File: config.mk
export PLATFORM = sky130hd
export DESIGN_NAME = mc_control_unit_flat
export DESIGN_NICKNAME = d
export VERILOG_FILES = /design/src/rtl/mc_control_unit_if.sv /design/src/rtl/mc_control_unit.sv /design/src/flat_wrapper.sv
export SDC_FILE = /design/constraint.sdc
export NUM_CORES = 1
export LEC_CHECK = 0
export CORE_MARGIN = 2
export CORE_UTILIZATION = 43
export CTS_CLUSTER_SIZE = 30
export DETAILED_ROUTE_END_ITERATION = 8
export PLACE_DENSITY = 0.89
export SYNTH_ARGS = -nofsm -noshare
export SYNTH_HDL_FRONTEND = slang
export SYNTH_SLANG_ARGS = --single-unit
File: constraint.sdc
create_clock -name CLK -period 2.9 [get_ports CLK]
set_clock_uncertainty 0.1 [all_clocks]
set_input_delay 0.435 -clock CLK [delete_from_list [all_inputs] [get_ports CLK]]
set_output_delay 0.435 -clock CLK [all_outputs]
set_load 0.01 [all_outputs]
File: src/rtl/mc_control_unit_if.sv
// Control bundle between mc_control_unit (master) and the multicycle datapath (slave).
// Carries the IR opcode, ALU zero flag, memory-ready handshake and every control strobe.
interface mc_control_unit_if #(
   parameter int OP_W    = 6,
   parameter int ALUOP_W = 3
);
   logic [OP_W-1:0]    opcode;
   logic               zero;
   logic               mem_ready;
   logic [2:0]         state;
   logic               PCWre;
   logic               InsMemRW;
   logic               IRWre;
   logic               WrRegData;
   logic               RegWre;
   logic               ALUSrcA;
   logic               ALUSrcB;
   logic               DataMemRW;
   logic               DBDataSrc;
   logic [1:0]         ExtSel;
   logic [1:0]         RegDst;
   logic [1:0]         PCSrc;
   logic [ALUOP_W-1:0] ALUOp;
   logic               halted;
   logic               illegal;

   modport master (
      input  opcode, zero, mem_ready,
      output state, PCWre, InsMemRW, IRWre, WrRegData, RegWre, ALUSrcA, ALUSrcB,
             DataMemRW, DBDataSrc, ExtSel, RegDst, PCSrc, ALUOp, halted, illegal
   );

   modport slave (
      output opcode, zero, mem_ready,
      input  state, PCWre, InsMemRW, IRWre, WrRegData, RegWre, ALUSrcA, ALUSrcB,
             DataMemRW, DBDataSrc, ExtSel, RegDst, PCSrc, ALUOp, halted, illegal
   );
endinterface

File: src/rtl/mc_control_unit.sv
// Multicycle CPU control unit: phase FSM plus state/opcode decode of all datapath strobes.
// Optional feature: define MCCTRL_JAL_EN to decode jal; otherwise jal is treated as illegal.
module mc_control_unit #(
   parameter int OP_W    = 6,
   parameter int ALUOP_W = 3
) (
   input  logic               CLK,
   input  logic               Reset,
   mc_control_unit_if.master  bus
);

   typedef enum logic [2:0] {
      S_IF   = 3'b000,
      S_ID   = 3'b001,
      S_AEXE = 3'b110,
      S_BEXE = 3'b101,
      S_CEXE = 3'b010,
      S_MEM  = 3'b011,
      S_AWB  = 3'b111,
      S_CWB  = 3'b100
   } state_t;

   localparam logic [5:0] OP_ADD  = 6'b000000;
   localparam logic [5:0] OP_SUB  = 6'b000001;
   localparam logic [5:0] OP_ADDI = 6'b000010;
   localparam logic [5:0] OP_OR   = 6'b010000;
   localparam logic [5:0] OP_ORI  = 6'b010010;
   localparam logic [5:0] OP_SLT  = 6'b100110;
   localparam logic [5:0] OP_SW   = 6'b110000;
   localparam logic [5:0] OP_LW   = 6'b110001;
   localparam logic [5:0] OP_BEQ  = 6'b110100;
   localparam logic [5:0] OP_BNE  = 6'b110101;
   localparam logic [5:0] OP_J    = 6'b111000;
   localparam logic [5:0] OP_JAL  = 6'b111010;
   localparam logic [5:0] OP_HALT = 6'b111111;

   state_t     state_q;
   state_t     state_d;
   logic       halted_q;
   logic [5:0] op6;
   logic       upper_zero;
   logic       is_add, is_sub, is_addi, is_or, is_ori, is_slt;
   logic       is_sw, is_lw, is_beq, is_bne, is_j, is_jal, is_halt;
   logic       is_illegal;
   logic       jump_id;
   logic       reg_wre;
   logic [2:0] alu_code;

   assign op6 = bus.opcode[5:0];

   // Any set bit above the 6-bit opcode field makes the instruction undecodable.
   generate
      if (OP_W > 6) begin : g_upper
         assign upper_zero = (bus.opcode[OP_W-1:6] == '0);
      end else begin : g_no_upper
         assign upper_zero = 1'b1;
      end
   endgenerate

   assign is_add  = upper_zero && (op6 == OP_ADD);
   assign is_sub  = upper_zero && (op6 == OP_SUB);
   assign is_addi = upper_zero && (op6 == OP_ADDI);
   assign is_or   = upper_zero && (op6 == OP_OR);
   assign is_ori  = upper_zero && (op6 == OP_ORI);
   assign is_slt  = upper_zero && (op6 == OP_SLT);
   assign is_sw   = upper_zero && (op6 == OP_SW);
   assign is_lw   = upper_zero && (op6 == OP_LW);
   assign is_beq  = upper_zero && (op6 == OP_BEQ);
   assign is_bne  = upper_zero && (op6 == OP_BNE);
   assign is_j    = upper_zero && (op6 == OP_J);
   assign is_halt = upper_zero && (op6 == OP_HALT);
`ifdef MCCTRL_JAL_EN
   assign is_jal  = upper_zero && (op6 == OP_JAL);
`else
   assign is_jal  = 1'b0;
`endif

   assign is_illegal = !(is_add || is_sub || is_addi || is_or || is_ori || is_slt ||
                         is_sw || is_lw || is_beq || is_bne || is_j || is_jal || is_halt);
   assign jump_id    = is_j || is_jal || is_illegal;

   always_ff @(posedge CLK) begin
      if (Reset) begin
         state_q  <= S_IF;
         halted_q <= 1'b0;
      end else begin
         state_q <= state_d;
         if (state_q == S_ID && is_halt) begin
            halted_q <= 1'b1;
         end
      end
   end

   always_comb begin
      state_d = state_q;
      case (state_q)
         S_IF:    if (bus.mem_ready && !halted_q) state_d = S_ID;
         S_ID: begin
            if (jump_id || is_halt)      state_d = S_IF;
            else if (is_beq || is_bne)   state_d = S_BEXE;
            else if (is_sw || is_lw)     state_d = S_CEXE;
            else                         state_d = S_AEXE;
         end
         S_AEXE:  state_d = S_AWB;
         S_AWB:   state_d = S_IF;
         S_BEXE:  state_d = S_IF;
         S_CEXE:  state_d = S_MEM;
         S_MEM:   if (bus.mem_ready) state_d = is_lw ? S_CWB : S_IF;
         S_CWB:   state_d = S_IF;
         default: state_d = S_IF;
      endcase
   end

   always_comb begin
      alu_code = 3'b000;
      if (is_sub || is_beq || is_bne) alu_code = 3'b001;
      else if (is_or || is_ori)       alu_code = 3'b101;
      else if (is_slt)                alu_code = 3'b110;
   end

   // Reset forces the idle output pattern even before the state register has been cleared.
   always_comb begin
      reg_wre       = 1'b0;
      bus.state     = S_IF;
      bus.PCWre     = 1'b0;
      bus.InsMemRW  = 1'b1;
      bus.IRWre     = 1'b0;
      bus.WrRegData = 1'b0;
      bus.RegWre    = 1'b0;
      bus.ALUSrcA   = 1'b0;
      bus.ALUSrcB   = 1'b0;
      bus.DataMemRW = 1'b0;
      bus.DBDataSrc = 1'b0;
      bus.ExtSel    = 2'b00;
      bus.RegDst    = 2'b00;
      bus.PCSrc     = 2'b00;
      bus.ALUOp     = '0;
      bus.halted    = 1'b0;
      bus.illegal   = 1'b0;
      if (!Reset) begin
         bus.state     = state_q;
         bus.halted    = halted_q;
         bus.WrRegData = !is_jal;
         bus.ALUSrcB   = is_addi || is_ori || is_lw || is_sw;
         bus.ALUOp     = ALUOP_W'(alu_code);
         if (is_addi || is_lw || is_sw || is_beq || is_bne) bus.ExtSel = 2'b01;
         else if (is_ori)                                   bus.ExtSel = 2'b00;
         else                                               bus.ExtSel = 2'b10;
         case (state_q)
            S_IF:   bus.IRWre = bus.mem_ready && !halted_q;
            S_ID: begin
               bus.PCWre   = jump_id;
               bus.illegal = is_illegal;
               reg_wre     = is_jal;
               if (is_j || is_jal) bus.PCSrc = 2'b11;
            end
            S_BEXE: begin
               bus.PCWre = 1'b1;
               if ((is_beq && bus.zero) || (is_bne && !bus.zero)) bus.PCSrc = 2'b01;
            end
            S_MEM: begin
               if (bus.mem_ready && is_sw) begin
                  bus.PCWre     = 1'b1;
                  bus.DataMemRW = 1'b1;
               end
            end
            S_AWB: begin
               bus.PCWre = 1'b1;
               reg_wre   = 1'b1;
            end
            S_CWB: begin
               bus.PCWre     = 1'b1;
               reg_wre       = 1'b1;
               bus.DBDataSrc = 1'b1;
            end
            default: ;
         endcase
         bus.RegWre = reg_wre;
         // Destination select only matters while a register write is in flight.
         if (reg_wre) begin
            if (is_jal)                          bus.RegDst = 2'b00;
            else if (is_addi || is_ori || is_lw) bus.RegDst = 2'b01;
            else                                 bus.RegDst = 2'b10;
         end
      end
   end

endmodule
File: src/flat_wrapper.sv
// flat-port wrapper written by rule: the top's interface ports become plain ports
module mc_control_unit_flat 
#(
   parameter int OP_W    = 6,
   parameter int ALUOP_W = 3
)
  (CLK, Reset, bus_opcode, bus_zero, bus_mem_ready, bus_state, bus_PCWre, bus_InsMemRW, bus_IRWre, bus_WrRegData, bus_RegWre, bus_ALUSrcA, bus_ALUSrcB, bus_DataMemRW, bus_DBDataSrc, bus_ExtSel, bus_RegDst, bus_PCSrc, bus_ALUOp, bus_halted, bus_illegal);
  mc_control_unit_if #(.OP_W(OP_W), .ALUOP_W(ALUOP_W)) bus_i ();
  input  logic CLK;
  input  logic Reset;
  input wire logic [$bits(bus_i.opcode)-1:0] bus_opcode;
  input wire logic [$bits(bus_i.zero)-1:0] bus_zero;
  input wire logic [$bits(bus_i.mem_ready)-1:0] bus_mem_ready;
  output wire logic [$bits(bus_i.state)-1:0] bus_state;
  output wire logic [$bits(bus_i.PCWre)-1:0] bus_PCWre;
  output wire logic [$bits(bus_i.InsMemRW)-1:0] bus_InsMemRW;
  output wire logic [$bits(bus_i.IRWre)-1:0] bus_IRWre;
  output wire logic [$bits(bus_i.WrRegData)-1:0] bus_WrRegData;
  output wire logic [$bits(bus_i.RegWre)-1:0] bus_RegWre;
  output wire logic [$bits(bus_i.ALUSrcA)-1:0] bus_ALUSrcA;
  output wire logic [$bits(bus_i.ALUSrcB)-1:0] bus_ALUSrcB;
  output wire logic [$bits(bus_i.DataMemRW)-1:0] bus_DataMemRW;
  output wire logic [$bits(bus_i.DBDataSrc)-1:0] bus_DBDataSrc;
  output wire logic [$bits(bus_i.ExtSel)-1:0] bus_ExtSel;
  output wire logic [$bits(bus_i.RegDst)-1:0] bus_RegDst;
  output wire logic [$bits(bus_i.PCSrc)-1:0] bus_PCSrc;
  output wire logic [$bits(bus_i.ALUOp)-1:0] bus_ALUOp;
  output wire logic [$bits(bus_i.halted)-1:0] bus_halted;
  output wire logic [$bits(bus_i.illegal)-1:0] bus_illegal;
  assign bus_i.opcode = bus_opcode;
  assign bus_i.zero = bus_zero;
  assign bus_i.mem_ready = bus_mem_ready;
  assign bus_state = bus_i.state;
  assign bus_PCWre = bus_i.PCWre;
  assign bus_InsMemRW = bus_i.InsMemRW;
  assign bus_IRWre = bus_i.IRWre;
  assign bus_WrRegData = bus_i.WrRegData;
  assign bus_RegWre = bus_i.RegWre;
  assign bus_ALUSrcA = bus_i.ALUSrcA;
  assign bus_ALUSrcB = bus_i.ALUSrcB;
  assign bus_DataMemRW = bus_i.DataMemRW;
  assign bus_DBDataSrc = bus_i.DBDataSrc;
  assign bus_ExtSel = bus_i.ExtSel;
  assign bus_RegDst = bus_i.RegDst;
  assign bus_PCSrc = bus_i.PCSrc;
  assign bus_ALUOp = bus_i.ALUOp;
  assign bus_halted = bus_i.halted;
  assign bus_illegal = bus_i.illegal;
  mc_control_unit #(.OP_W(OP_W), .ALUOP_W(ALUOP_W)) u_core (.CLK(CLK), .Reset(Reset), .bus(bus_i));
endmodule
# Word-level counts from Yosys, hierarchy flattened
# Cells that the tools add are included.
# word_totals
ff_bits	4
inputBits	10
wordCells	100
# op_classes
eq_ne	20
n_mux	39
reduce_logical	39
# ops
operator	n
$eq A6 B6 Y1 const B	7
$mux W3	11
$logic_or A1 B1 Y1	26
$pmux W3 S6	1
$mux W1	17
$mux W2	8
$eq A3 B3 Y1 const B	4
$eq A6 B5 Y1 const B	2
$eq A3 B2 Y1 const B	2
$eq A6 B1 Y1 const B	1
$eq A6 B2 Y1 const B	1
$logic_not A6 Y1	1
$logic_and A1 B1 Y1	5
$pmux W2 S2	1
$eq A3 B1 Y1 const B	1
$logic_not A1 Y1	3
$logic_not A3 Y1	1
$pmux W1 S3	1
$reduce_or A3 Y1	1
$ne A2 B1 Y1 const B	1
$ne A2 B2 Y1 const B	1
$reduce_and A2 Y1	1
$reduce_or A2 Y1	1

# Logic depth before layout (Yosys ltp)
# logic_depth
word_depth	17
ltp_mapped	5

# Worst setup path after synthesis
# OpenSTA, ideal clock, no wires.
# synth_path
path_type	input to output
start	input port bus_opcode[0]
end	output port bus_PCWre
arrival_time_ns	1.570
required_ns	2.365
setup_slack_ns	0.795
stages	5
path_cell_list	buf_6 or4b_4 o2111ai_2 o21ai_2 o31ai_1
# synth_via
elab_chain_cells	16
# synth_rtl
element	line	text
start, declared	flat_wrapper.sv:11	input wire logic [$bits(bus_i.opcode)-1:0] bus_opcode;
$eq A6 B1 Y1 / $logic_not A6 Y1 (equally long branches)	mc_control_unit.sv:61, mc_control_unit.sv:60	
$logic_or A1 B1 Y1 (6 in series)	mc_control_unit.sv:78	assign is_illegal = !(is_add || is_sub || is_addi || is_or || is_ori || is_slt ||
$logic_or A1 B1 Y1 (5 in series)	mc_control_unit.sv:79	is_sw || is_lw || is_beq || is_bne || is_j || is_jal || is_halt);
$logic_not A1 Y1	mc_control_unit.sv:78	
$logic_or A1 B1 Y1	mc_control_unit.sv:80	assign jump_id = is_j || is_jal || is_illegal;
$pmux W1 S3 *	mc_control_unit.sv:149	case (state_q)
$mux W1 *	mc_control_unit.sv:140	if (!Reset) begin
end, declared	flat_wrapper.sv:15	output wire logic [$bits(bus_i.PCWre)-1:0] bus_PCWre;
# Every way passes the cells marked *; elsewhere a longest branch is shown, timed or not.

# Worst setup path after layout
# layout_path
start	input port bus_opcode[0]
end	output port bus_illegal
# layout_via
elab_chain_cells	15
# layout_rtl
element	line	text
$eq A6 B1 Y1 / $logic_not A6 Y1 (equally long branches)	mc_control_unit.sv:61, mc_control_unit.sv:60	
$logic_or A1 B1 Y1 (6 in series)	mc_control_unit.sv:78	
$logic_or A1 B1 Y1 (4 in series)	mc_control_unit.sv:79	
$logic_or A1 B1 Y1 *	mc_control_unit.sv:79	
$logic_not A1 Y1 *	mc_control_unit.sv:78	
$mux W1 *	mc_control_unit.sv:149	
$mux W1 *	mc_control_unit.sv:140	
end, declared	flat_wrapper.sv:29	output wire logic [$bits(bus_i.illegal)-1:0] bus_illegal;
# Marks and branches as above.

==> run_results.csv <==
group,metric,value,unit
synthesis,avgSynthCellArea,6.572,um^2
detailed_routing,wire_per_inst,13.86,um
placement,pre_cts_ws,-0.1347,ns
placement,dpl-instance-area,1042,um^2
critical_path,setup.worst_path.class,"in -> out",
clock_network,tritoncts,"yes",
min_path,hp-class,"reg -> reg",
timing,maxSlewViolCount,0,
detailed_routing,drcViolationCount,0,
outcome,status,"completed",
timing,rsz0062_at_grt,"true",
detailed_routing,viasPerCell,5.697,
detailed_routing,firstDrtPassIters,4,
clock_network,cts_setup_buffers,0,
final_layout,final_common_cell,"clkdlybuf4s50_1",
global_routing,antenna_found_initial,0,
global_routing,grt_pass1_vias,909,
critical_path,cp_max_fo,4,
synthesis,synth_top_area_frac,0.1183,
timing,finalHoldViolCount,0,
clock_network,cts.path.max_buffers,2,
floorplan,row_count,14,
flow_run,maxCapViolations,0,
global_routing,grt_max_degree,13,
synthesis,yosys.area.top_type,"dfxtp_1",
clock_network,cts_root_buf,"clkbuf_4",
floorplan,die_h,43.68,um
final_layout,final_area,1072,um^2
power_and_ir_drop,p_per_area,215.6,nW/um^2
floorplan,coreArea,1489,um^2
synthesis,netlist_area,676.9,um^2
critical_path,crit_arrival,2.36,ns
clock_network,clk_pin_slew_worst_paths,0.04,ns
final_layout,diodes,0,
final_layout,area_growth_syn_to_layout,58.41,%
final_layout,layout_common_cells,"23 x clkdlybuf4s50_1, 15 x buf_4, 11 x nor2_1, 8 x nand2_1",
synthesis,synth_nets,113,
critical_path,critPathRequiredTime,2.37,ns
synthesis,synth-async-reset-ratio,0,
clock_network,cts_hold_buf,0,
synthesis,yosysUniqueCellTypes,44,
floorplan,dieWidth,43.68,um
global_routing,grtUsageTotal,0.2355,
synthesis,ys_ff_latch,4,
synthesis,synth.top_cells.by_area,"dfxtp_1 12%, nor2_1 6.1%, nand2b_1 4.6%",
timing,tns,0,ns
final_layout,layout.nets,151,
clock_network,clock-sinks,4,
placement,numPlacedInstances,152,
timing,setup_viol,0,
detailed_routing,ant_nets,0,
floorplan,die_area,1908,um^2
clock_network,htreeDepth,1,
placement,dp.final_hpwl,1633,um
detailed_routing,routed_wl,2148,um
synthesis,synthCells,103,
timing,timing.hold.ws,0.3977,ns
clock_network,clk_latency,0.24,ns
final_layout,fin_cells,155,
final_layout,nFillCells,123,
timing,fmax,346.0,MHz
synthesis,yosysWarnings,0,
synthesis,yosysSeqAreaShare,0.1183,
global_routing,grt_overflow_total,0,
power_and_ir_drop,p_leak,0.4933,nW
placement,gp_congestion,0.8677,
timing,timing.final.ws_setup,0.009471,ns
timing,period_minus_slack,2.891,ns
detailed_routing,vias,883,
final_layout,utilization,0.7202,
final_layout,multi_input_area,508.0,um^2
clock_network,cts_buffers,3,
synthesis,ys.flop_type,"dfxtp_1",
final_layout,drive_above_1_share,0.1727,
power_and_ir_drop,power.total,231.2,uW
synthesis,synth-edff-count,0,
clock_network,cts_resized,3,
detailed_routing,first_iter_violations,24,
floorplan,io_pins,33,
floorplan,start_util,0.4546,
final_layout,regArea,80.08,um^2
timing,finalCritPeriodShare,0.9967,
critical_path,crit_path_start_kind,"input port",
placement,port-buffer-count,30,
global_routing,grt_pass1_wl,3567,um
power_and_ir_drop,peakVddDrop,216.1,uV
critical_path,endpoint_kind,"output pin",
==> power breakdown <==
| group | internal (mW) | total (mW) | switching, mW |
|---|---|---|---|
| combinational | 0.0496 | 0.0962 | 0.0467 |
| clock | 0.0465 | 0.0727 | 0.0262 |
| sequential | 0.0571 | 0.0622 | 0.00507 |
| total | 0.153 | 0.231 | 0.0779 |
==> cells in the mapped netlist (2+ instances only) <==
master	n
nor2b_1	2
a21oi_1	6
nand2_1	8
dfxtp_1	4
nand3_1	3
conb_1	2
o31ai_1	2
buf_4	2
a2111oi_0	2
nand4_1	2
nor3_1	5
nor4_1	2
nor3b_1	3
inv_1	6
o21ai_1	3
clkbuf_1	3
buf_2	6
nand2b_1	5
o21a_1	2
nor2_1	11
==> flip-flops by register name, indices dropped and copies added (netlist names) <==
signal,cells
u_core.halted_q,1
u_core.state_q,3
==> worst max-delay path, stage by stage <==
cell,delay (ns)
clkdlybuf4s50_1,0.54
buf_4,0.16
inv_1,0.07
o21ai_1,0.23
a21oi_1,0.16
nor3_1,0.19
clkdlybuf4s50_1,0.57
==> path summary, 6_finish.rpt <==
check	from	to	slack [ns]	depth (start not counted)
max reg2reg	u_core.state_q[0]	u_core.state_q[2]	1.41	4
min reg2reg	u_core.halted_q	u_core.halted_q	0.40	2
max	bus_opcode[0]	bus_illegal	0.009	7
min	u_core.halted_q	u_core.halted_q	0.40	2
==> per-layer routing <==
metal	wire, um	up-vias	share of wire	GRT usage
li1	-	439	-	-
met1	876	404	0.41	0.2753
met2	1117	38	0.52	0.4147
met3	147	2	0.068	0.05417
met4	6	0	0.0028	0.08485
met5	0	-	0	0
==> cell families (layout without fill, tap and decap cells) <==
logic type,Yosys count,after routing,synth area share
buffers and inverters,18,54,0.1331
other,2,2,0.01109
muxes,1,1,0.01663
xor gates and xnor gates,1,1,0.01294
DFF,4,4,0.1183
AOI/OAI and AO/OA,25,25,0.2606
and+or+nand+nor,52,52,0.4473
==> final cells by class <==
cell class,instances,area share
timing repair buffer,45,0.3909
tap,16,0.01867
multi-input combinational,81,0.4737
sequential,4,0.07468
inverter,6,0.02100
clock buffer,3,0.02100
No activity file was read; power rests on OpenSTA's default activity.
